`config.mk`:
```
export PLATFORM = sky130hd
export DESIGN_NAME = pc_redirect
export DESIGN_NICKNAME = d
export VERILOG_FILES = /design/src/rtl/pc_redirect.sv
export SDC_FILE = /design/constraint.sdc
export NUM_CORES = 1
export LEC_CHECK = 0
export ABC_CLOCK_PERIOD_IN_PS = 2480
export BUFFER_PORTS_ARGS = -buffer_cell sky130_fd_sc_hd__buf_2
export CAP_MARGIN = 10
export CORE_MARGIN = 4
export CORE_UTILIZATION = 40
export CTS_CLUSTER_DIAMETER = 40
export CTS_CLUSTER_SIZE = 14
export DETAILED_ROUTE_END_ITERATION = 10
export PLACE_DENSITY = 0.74
export SETUP_SLACK_MARGIN = 0.15
export SLEW_MARGIN = 20
export SYNTH_ARGS = -nofsm -noshare
export SYNTH_HDL_FRONTEND = slang
export SYNTH_SLANG_ARGS = --single-unit
```
`constraint.sdc`:
```
create_clock -name clk -period 2.48 [get_ports clk]
set_input_delay 0.496 -clock clk [delete_from_list [all_inputs] [get_ports clk]]
set_output_delay 0.496 -clock clk [all_outputs]
set_load 0.05 [all_outputs]
```
`src/rtl/pc_redirect.sv`:
```
// Fetch PC register with exception/mret/branch redirect, stall hold and post-redirect flush bubbles.
// Optional PC_REDIRECT_MISALIGN_CHECK_EN: misaligned mret/branch targets raise a flag instead of redirecting.
module pc_redirect #(
   parameter logic [31:0] RESET_PC     = 32'h0000_0000,
   parameter int unsigned FLUSH_CYCLES = 2
) (
   input  logic        clk,
   input  logic        reset,
   input  logic        stall,
   input  logic        initiate_exception,
   input  logic [31:0] csr_mtvec,
   input  logic        mret,
   input  logic [31:0] csr_mepc,
   input  logic        branch_taken,
   input  logic [31:0] branch_target,
   output logic [31:0] pc,
   output logic [31:0] nextPC,
   output logic        bubble,
   output logic        trap_active,
   output logic        exception_instruction_misaligned
);

   localparam int unsigned CNT_W = 3;

   typedef enum logic {RUN, FLUSH} state_t;

   state_t             state_q, state_d;
   logic [CNT_W-1:0]   cnt_q, cnt_d;
   logic [31:0]        pc_q, pc_d;
   logic               trap_q, trap_d;
   logic               mis_q, mis_d;

   logic               in_flush;
   logic               mret_v;
   logic               br_v;
   logic               redirect;
   logic               mis_c;
   logic [31:0]        mepc_t;
   logic [31:0]        br_t;

   // Redirect selection and flush sequencing
   always_comb begin
      state_d  = state_q;
      cnt_d    = cnt_q;
      trap_d   = trap_q;
      in_flush = (state_q == FLUSH);
      mret_v   = mret & ~in_flush;
      br_v     = branch_taken & ~in_flush;
      redirect = initiate_exception | mret_v | br_v;
`ifdef PC_REDIRECT_MISALIGN_CHECK_EN
      mepc_t   = csr_mepc;
      br_t     = branch_target;
      mis_c    = ~initiate_exception &
                 (mret_v ? (csr_mepc[1:0] != 2'b00)
                         : (br_v & (branch_target[1:0] != 2'b00)));
`else
      mepc_t   = csr_mepc & ~32'h3;
      br_t     = branch_target & ~32'h3;
      mis_c    = 1'b0;
`endif
      mis_d    = mis_c;

      if (initiate_exception) pc_d = csr_mtvec;
      else if (mis_c)         pc_d = pc_q;
      else if (mret_v)        pc_d = mepc_t;
      else if (br_v)          pc_d = br_t;
      else if (stall)         pc_d = pc_q;
      else                    pc_d = pc_q + 32'd4;

      // Exception wins over a simultaneous mret, so the trap stays active
      if (initiate_exception)           trap_d = 1'b1;
      else if (mret_v && !mis_c)        trap_d = 1'b0;

      if (redirect) begin
         state_d = FLUSH;
         cnt_d   = CNT_W'(FLUSH_CYCLES);
      end else if (in_flush) begin
         cnt_d = cnt_q - CNT_W'(1);
         if (cnt_q == CNT_W'(1)) state_d = RUN;
      end
   end

   always_ff @(posedge clk or posedge reset) begin
      if (reset) begin
         state_q <= RUN;
         cnt_q   <= '0;
         pc_q    <= RESET_PC;
         trap_q  <= 1'b0;
         mis_q   <= 1'b0;
      end else begin
         state_q <= state_d;
         cnt_q   <= cnt_d;
         pc_q    <= pc_d;
         trap_q  <= trap_d;
         mis_q   <= mis_d;
      end
   end

   assign pc                               = pc_q;
   assign nextPC                           = pc_d;
   assign bubble                           = in_flush | initiate_exception | mret | branch_taken;
   assign trap_active                      = trap_q;
   assign exception_instruction_misaligned = mis_q;

endmodule

```
==> out/metrics.cfg <==
[status]
status = finished, violations left
violations = negative setup slack

[place]
dp_hpwl_um = 7875
gp_congestion = 0.8297
numPortBuffers = 163

[sta]
worst_slack_ns = -0.1769
max_freq_mhz = 376.4
finalCriticalPeriod_ns = 2.657
worst_hold_slack_ns = 0.1510
final_max_slew_viol_count = 0
setup_viol = 23
setup_tns_ns = -2.403
hold_viol_final = 0
rsz0062_at_grt = yes
post-route-period-util_pct = 107.1
skew_ns = 0.008194

[setup_path]
cp_data_required_time_ns = 1.98
worstSetupEndpointType = output port
criticalPathCategory = flop to output port
critPathLaunchType = flop
crit_arrival_ns = 2.16
crit_fanout = 5

[routing]
wl_um = 12440
ant_nets = 0
viasPerCell = 5.854
wire_per_inst_um = 20.66
vias = 3524
drtPass1Iterations = 4
drt_iter0_markers = 200
drc = 0

[die]
start_util_pct = 42.04
rows = 29
core_area_um2 = 6459
fp.dieArea_um2 = 8169
die_w_um = 90.39
die_h_um = 90.39
ioPinCount = 169

[clocking]
clockBufferDepth = 2
ctsHtreeMaxLevel = 2
cts_buffers = 5
cts_num_sinks = 37
clkTransAtPathRegs_ns = 0.08
cts_root_buf = clkbuf_8
cts_tree = done
clk_latency_ns = 0.29

[global_route]
grt_max_degree = 26
antenna_found_initial = 0
overflow = 0
grt_pass1_wl_um = 18310
grt_pass1_vias = 3615
globalRouteTotalUtil_pct = 27.90

[min_path]
min_path_type = primary input to async pin

[finish]
syn2layout_area_growth_pct = 88.48
drive_gt1_share_pct = 66.29
nFillCells = 411
nets = 629
antenna_cells = 0
utilization_pct = 79.23

[yosys]
syn_avg_cell_area_um2 = 8.902
synthesis.nets = 410
synth_top_cell_area_share_pct = 34.10
synth_cells = 305
synth_edf_count = 0
ys_seq_area_share_pct = 34.10
synth_warnings = 0
netlist_area_um2 = 2715
synth_seq_cells = 37
synthTopCellsByArea = dfrtp_1 34%, xnor2_1 6.8%, nand2_1 4.4%, o21ai_0 3.7%, nor2_1 3.0%
synth_top_area_cell = dfrtp_1
synthFlopType = dfrtp_1
synthArstFlopShare_pct = 100.0
ys_types = 52

[power_and_ir_drop]
power_density_nw_per_um2 = 576.2
p_leak_uw = 0.002400
peakVddDrop_mv = 0.3811

[job]
maxCapViolCount = 0

what timing repair did:
item                                    in CTS  in global routing
endpoints found under the hold margin        0                  0
gates resized for setup                     93                 28
gates cloned                                 3                  0
endpoints found under the setup margin      30                 32
hold buffers                                 0                  0
pin swaps                                   33                 20
setup buffers                               21                 12
kinds of logic (layout without fill, tap and decap cells):
group / after synthesis / after routing / synth area share, %
AOI/OAI and AO/OA: 86 / 86 / 23.04
xor gates and xnor gates: 27 / 27 / 8.710
adders and majority gates: 3 / 3 / 1.383
buffers and inverters: 34 / 252 / 5.530
DFF: 37 / 37 / 34.10
muxes: 1 / 1 / 0.3687
other: 1 / 1 / 0.1381
and+or+nand+nor: 116 / 118 / 26.73
synthesized netlist by cell type, types with 4 or more instances:
cell and n:
inv_1 11, a221oi_2 4, nand4_1 4, a21oi_1 12, a221oi_1 4, o21ai_0 20
dfrtp_1 37, a22oi_1 8, and3_1 12, nand3_1 5, a221o_1 4, nor3_2 5
xnor2_1 21, xor2_1 6, nand2_1 32, o221ai_1 7, nor2_1 22, and4_1 5
nor4_1 5, clkbuf_1 16, o22ai_1 7, nor3_1 6
area by class of cell:
class	count	area, um2	area share (%)
multi-input cells	236	2232	43.62
repair buffers	233	1702	33.25
flip-flops and latches	37	955.9	18.68
well taps	77	96.34	1.883
clock buffers	8	90.09	1.760
inverters	11	41.29	0.8068
routing by layer:
metal	routed length, um	vias up	global-route usage [%]
met5	0	-	0
met4	396	0	9.949
met3	961	34	7.000
met2	6595	196	51.09
met1	4483	1717	31.16
li1	-	1577	-
worst paths after layout:
| path | start | to | slack [ns] | cells after the start |
|---|---|---|---|---|
| setup / recovery | pc[8] | nextPC[25] | -0.18 | 7 |
| hold / removal | reset | trap_active | 0.15 | 2 |
| setup reg to reg | pc[3] | pc[12] | 0.57 | 8 |
| hold reg to reg | trap_active | trap_active | 0.48 | 2 |
| max in group asynchronous | reset | pc[14] | 1.62 | 3 |
| min in group clk | csr_mtvec[3] | pc[3] | 0.43 | 3 |
critical path: stages (launching register included):
cell	delay, ns
dfrtp_2	0.37
and4_4	0.30
nand4_4	0.22
buf_6	0.22
nor3_4	0.14
xnor2_2	0.10
a221oi_4	0.30
buf_6	0.21
cell usage in the layout (no fill, tap or decap), types with 5 or more instances in the layout:
| cell type | Yosys | final |
|---|---|---|
| buf_2 | 3 | 133 |
| xor2_1 | 6 | 5 |
| xnor2_2 | 0 | 9 |
| nand2_1 | 32 | 30 |
| nor3_2 | 5 | 5 |
| buf_6 | 2 | 38 |
| dfrtp_2 | 0 | 24 |
| and3_1 | 12 | 12 |
| a22oi_1 | 8 | 8 |
| clkbuf_8 | 0 | 6 |
| a21oi_1 | 12 | 11 |
| nor2_1 | 22 | 19 |
| inv_1 | 11 | 10 |
| o221ai_2 | 1 | 6 |
| dfrtp_1 | 37 | 13 |
| nor4_4 | 3 | 6 |
| buf_4 | 1 | 49 |
| o22ai_1 | 7 | 7 |
| o21ai_0 | 20 | 8 |
| nor3_4 | 2 | 7 |
| xnor2_1 | 21 | 11 |
| buf_12 | 0 | 7 |
| o21ai_2 | 0 | 6 |
| a221oi_4 | 0 | 5 |
power breakdown:
part | switching [uW] | leakage [uW] | internal (uW)
clock network | 228 | 0.0000455 | 227
registers | 104 | 0.000410 | 699
logic | 1060 | 0.00194 | 629
registers in the layout, summed over array words and instances (netlist names):
signal	flops
pc	32
cnt_q	3
in_flush	1
trap_active	1
stage by stage:
step                cells  power (uW)  worst slack [ns]  cell area (um2)
floorplan             305        1790          -0.04973             3094
global route          602        3069           -0.2584             5117
CTS                   590        2848           -0.1132             4883
global placement      558        2170          -0.05879             4195
detailed placement    558        2192          -0.06222             4195
finish                602        2948           -0.1769             5117
Power figures use the tool's default switching activity.
